===== src/rtl/rr_mux.sv =====
// rr_mux: registered N-input multiplexer with valid/ready handshake, fixed-select
// and round-robin source selection. Define RR_MUX_CNT_EN to add the beat_cnt output.
module rr_mux #(
    parameter int WIDTH = 16,
    parameter int N_IN  = 4,
    parameter int SELW  = 2
) (
    input  logic                  clk,
    input  logic                  rst_f,
    input  logic [N_IN*WIDTH-1:0] in_data,
    input  logic [N_IN-1:0]       in_valid,
    output logic [N_IN-1:0]       in_ready,
    input  logic                  mode,
    input  logic [SELW-1:0]       sel,
    output logic [WIDTH-1:0]      out_data,
    output logic                  out_valid,
    input  logic                  out_ready,
    output logic [SELW-1:0]       out_src
`ifdef RR_MUX_CNT_EN
    ,
    output logic [15:0]           beat_cnt
`endif
);

    logic [SELW-1:0]  rr_ptr_reg;
    logic [WIDTH-1:0] out_data_reg;
    logic [SELW-1:0]  out_src_reg;
    logic             out_valid_reg;

    logic [N_IN-1:0]  grant;
    logic             free;
    logic             accept;
    logic [SELW-1:0]  acc_idx;
    logic [WIDTH-1:0] acc_data;

    assign free = !out_valid_reg || out_ready;

    always_comb begin : grant_logic
        logic found;
        grant = '0;
        found = 1'b0;
        if (!mode) begin
            // An out-of-range sel matches no input, so nothing is granted.
            for (int i = 0; i < N_IN; i++) begin
                if (sel == SELW'(i)) begin
                    grant[i] = in_valid[i];
                end
            end
        end else begin
            for (int k = 1; k <= N_IN; k++) begin
                for (int i = 0; i < N_IN; i++) begin
                    if (!found && in_valid[i] && (i == (int'(rr_ptr_reg) + k) % N_IN)) begin
                        grant[i] = 1'b1;
                        found    = 1'b1;
                    end
                end
            end
        end
    end

    // Readiness is also held low while reset is asserted.
    assign in_ready = grant & {N_IN{free & rst_f}};
    assign accept   = |in_ready;

    always_comb begin : accept_mux
        acc_idx  = '0;
        acc_data = '0;
        for (int i = 0; i < N_IN; i++) begin
            if (grant[i]) begin
                acc_idx  = SELW'(i);
                acc_data = in_data[i*WIDTH +: WIDTH];
            end
        end
    end

    always_ff @(posedge clk or negedge rst_f) begin
        if (!rst_f) begin
            out_valid_reg <= 1'b0;
            out_data_reg  <= '0;
            out_src_reg   <= '0;
            rr_ptr_reg    <= SELW'(N_IN - 1);
        end else if (accept) begin
            out_valid_reg <= 1'b1;
            out_data_reg  <= acc_data;
            out_src_reg   <= acc_idx;
            rr_ptr_reg    <= acc_idx;
        end else if (out_ready) begin
            out_valid_reg <= 1'b0;
        end
    end

    assign out_valid = out_valid_reg;
    assign out_data  = out_data_reg;
    assign out_src   = out_src_reg;

`ifdef RR_MUX_CNT_EN
    logic [15:0] beat_cnt_reg;

    always_ff @(posedge clk or negedge rst_f) begin
        if (!rst_f) begin
            beat_cnt_reg <= '0;
        end else if (out_valid_reg && out_ready) begin
            beat_cnt_reg <= beat_cnt_reg + 16'd1;
        end
    end

    assign beat_cnt = beat_cnt_reg;
`else
    // Build without the consumed-beat counter.
`endif

endmodule


===== config.mk =====
export PLATFORM = sky130hd
export DESIGN_NAME = rr_mux
export DESIGN_NICKNAME = d
export VERILOG_FILES = /design/src/rtl/rr_mux.sv
export SDC_FILE = /design/constraint.sdc
export NUM_CORES = 1
export LEC_CHECK = 0
export CAP_MARGIN = 20
export CORE_UTILIZATION = 34
export CTS_CLUSTER_DIAMETER = 30
export DETAILED_ROUTE_END_ITERATION = 8
export PLACE_DENSITY = 0.73
export SYNTH_ARGS = -nofsm -noshare
export SYNTH_HDL_FRONTEND = slang
export SYNTH_SLANG_ARGS = --single-unit

===== constraint.sdc =====
create_clock -name clk -period 3.8 [get_ports clk]
set_input_delay 0.76 -clock clk [delete_from_list [all_inputs] [get_ports clk]]
set_output_delay 0.76 -clock clk [all_outputs]
set_load 0.02 [all_outputs]

==> results.md <==
* Top FF cell, synth: dfrtp_1
* CP Data Arrival Time at 2.86 ns
* Synth Area in XOR/XNOR at 0%
* Port Buffers at 96
* Slew Viols, Final at 0
* FFs w/ async S/R, synth at 100%
* Syn Area/Cell at 8.11 um2
* Post-CTS Setup Inserts at 0
* Cell Count Post-Placement at 395
* GR Overflow Total at 0
* Post-synth top area share at 24.7%
* Mapped Cells at about 240
* Hold depth at 2
* Adder-cell area share of the yosys netlist at 0%
* #FFs+latches synth at 21
* Cell Count, Final, Fillers Out at 399
* Num CTS Buffers at 3
* Critical Path, Cell by Cell: clkdlybuf4s50_1 > o21bai_4 > and3_4 > a21o_1 > and2_1 > clkdlybuf4s50_1
* PostCTS Resize Cnt at 0
* Synth Area in Compound Gates at 34.2%
* Mapped Area at 1920 um2
* Met2 wire length at 3220 um
* Ports at 97
* Die Span X at 77.2 um
* Status: completed
* Worst Skew at between 0.002 and 0.003 ns
* Critical path buffers and inverters at 2
* Setup crit end kind: output port
* Met1 WL at 2830 um
* GRT Resource Usage Total at 22.1%
* WS Path Type: in2out
* Die Height at 77.2 um
* CTS root buf: clkbuf_8
* Type of origin of the critical path: input port
* Psw at 659 uW
* Hold Crit Class: reg2reg
* Final net count at 402
* Antenna diodes at 0
* Static leakage at 1.18 nW
* Initial antenna violation count at 0
* CP top delay family: buffers and inverters
* Routed via count at roughly 2200
* RSZ-0062 raised after global routing: false
* Slew HR at 34.5%
* R2R setup slack at 1.30 ns
* Final Hold Vio Count at 0
* DP Wirelength at 5040 um
* CTS hold repair buffers at 0
* Routed met3 length at 411 um
* Sequential element share of the synthesized area at 27.5%
* Sequential share of power at roughly 28%
* Vias in the first global route at 1983
* Share of layout cells above drive strength 1 at 10.1%
* Starting Density at a little over a third
* Number of flip-flops in the largest register at 16
* Die area at a little under 6000 um2
* Min Tclk post-route at 3.62 ns
* Routability cong. at 0.892
* Ys Warns at 0
* Sw Ratio at between 40% and 50%
* Most used cell, CP: clkdlybuf4s50_1
* Final setup viols at 0
* Vias per cell at roughly 5.6
* Least-Margin Pin Slew at slightly below 1 ns
* Max incr delay on CP at approximately 0.6 ns
* Top cells by area, synth: dfrtp_1, o311ai_0, a32oi_1
* Placed cell area at around 3000 um2
* Setup TNS at 0 ns
* First-pass DRT Iterations at 4
* Reg-to-Reg Start: rr_ptr_reg[1]$_DFFE_PN1P_
* Reg2Reg Depth at 6
* H-tree depth at 1
* Simple-gate portion of the synthesized area at 28.4%
* IR drop worst, VDD at 264 uV
* DRC viols at 0
* PwrDens at 506 nW/um2
* Syn nets at just over 300
* Average wire per standard cell at ~17 um
* Final wirelength at 6630 um
* Layout area overhead at 56.6%
* First-pass GRT wire length at around 10000 um
* DRT antenna net count at 0
* Worst-path maximum fanout at 16
* Slowest CP cell: clkdlybuf4s50_1
* Clk_lat worst skew at 0.26 ns
* Yosys top cell by area: dfrtp_1
* Largest family of logic cells by synthesized area: compound AO/OA/AOI/OAI gates
* TritonCTS Sinks at 21
* DR top layer: met4
* Placeable Area at 5470 um2
* Iter 0 DRT Violations at about 140
* Tcrit/Tclk final at 95.2%
* Clk pwr share at 9.4%
* MaxCap Viol Count at 0
* CTS tree: built
* Most frequent cells after synthesis: inv_1, nand2_1, dfrtp_1
* Maximum clock path buffer count at 2
* Number of enable flip-flop cells after synthesis at 0
* Worst endpoint required time at slightly above 3 ns
* Hold Path End: out_src[0]$_DFFE_PN0P_
* Int Pwr at 866 uW
* Core Util, Final at between 50% and 60%
* FP Rows at 27
* Post-synthesis mux area share at 0.520%
* Reg clk slew, reported paths at 0.07 ns
* Post-synth cell types at 45
* R2r endpoint: out_data[4]$_DFFE_PN0P_
* Pin count of the biggest net entering global routing at 33
* Logic pwr share at 62.7%
* Fmax at around 280 MHz
* Worst hold start: out_src[0]$_DFFE_PN0P_
* Final instance area at 3010 um2
placed cells by master (no fill, tap or decap), types with 2 or more instances in the layout:
cell              n
clkbuf_8          3
dfrtp_1          19
o311ai_0         16
a21o_1            2
inv_1            20
dfstp_2           2
o22ai_2           2
nand2b_1          2
clkdlybuf4s50_1  96
and2_1            2
buf_4            11
or2_2             2
nor3_1            2
nor2b_1           3
or3_1            18
and3_1           16
nor2_1            4
a31oi_2           2
nand2_1          20
o21ai_0          16
a32oi_1          14
a21oi_1          18
nor3b_1          16
a22o_1            2
metal layers:
metal	track usage, %	vias up
met5	0	-
met2	35.8	101
li1	-	1070
met4	8.49	0
met3	1.90	14
met1	30.2	1030
layout make-up:
| type | instances | area, um2 |
|---|---|---|
| fillers | 512 | 2460 |
| multi-input cells | 174 | 1220 |
| repair buffers | 107 | 1040 |
| flip-flops and latches | 21 | 528 |
| well taps | 72 | 90.1 |
| inverters | 21 | 78.8 |
| clock buffers | 3 | 41.3 |
| clock inverters | 1 | 5.00 |
worst max path at each step:
stage / from / end / slack [ns] / depth (start not counted)
after floorplan: in_valid[2] / in_ready[3] / 0.98 / 6
after global placement: in_valid[2] / in_ready[0] / 0.22 / 6
after detailed placement: in_valid[2] / in_ready[0] / 0.19 / 6
after CTS: in_valid[2] / in_ready[0] / 0.19 / 6
after global routing: in_valid[2] / in_ready[0] / 0.11 / 6
final: in_valid[2] / in_ready[0] / 0.18 / 6
worst register-to-register path: cells and delay by family, from the launching register on:
kind	cells	cell delay, ns
buffers and inverters	1	0.31
flip-flops	1	0.66
AND/OR/NAND/NOR	1	0.60
AO/OA/AOI/OAI	4	0.86
power groups by stage:
stage / registers (mW) / clock network [mW] / logic [mW]
floorplan: 0.529 / 0 / 0.438
global route: 0.442 / 0.154 / 1.03
finish: 0.425 / 0.143 / 0.956
detailed placement: 0.427 / 0 / 0.954
CTS: 0.425 / 0.144 / 0.958
global placement: 0.426 / 0 / 0.940
cells by family after synthesis:
family	Yosys count
AND/OR/NAND/NOR	90
AO/OA/AOI/OAI	83
flip-flops	21
buffers and inverters	42
multiplexers	1
metrics by stage:
stage          hold WS (ns)  worst slack, ns  power (mW)
2_1_floorplan         0.464            0.983       0.967
3_3_place_gp          0.501            0.220        1.37
3_5_place_dp          0.506            0.186        1.38
4_1_cts               0.517            0.186        1.53
5_1_grt               0.535            0.115        1.62
6_report              0.512            0.183        1.52
Power figures use the tool's default switching activity.
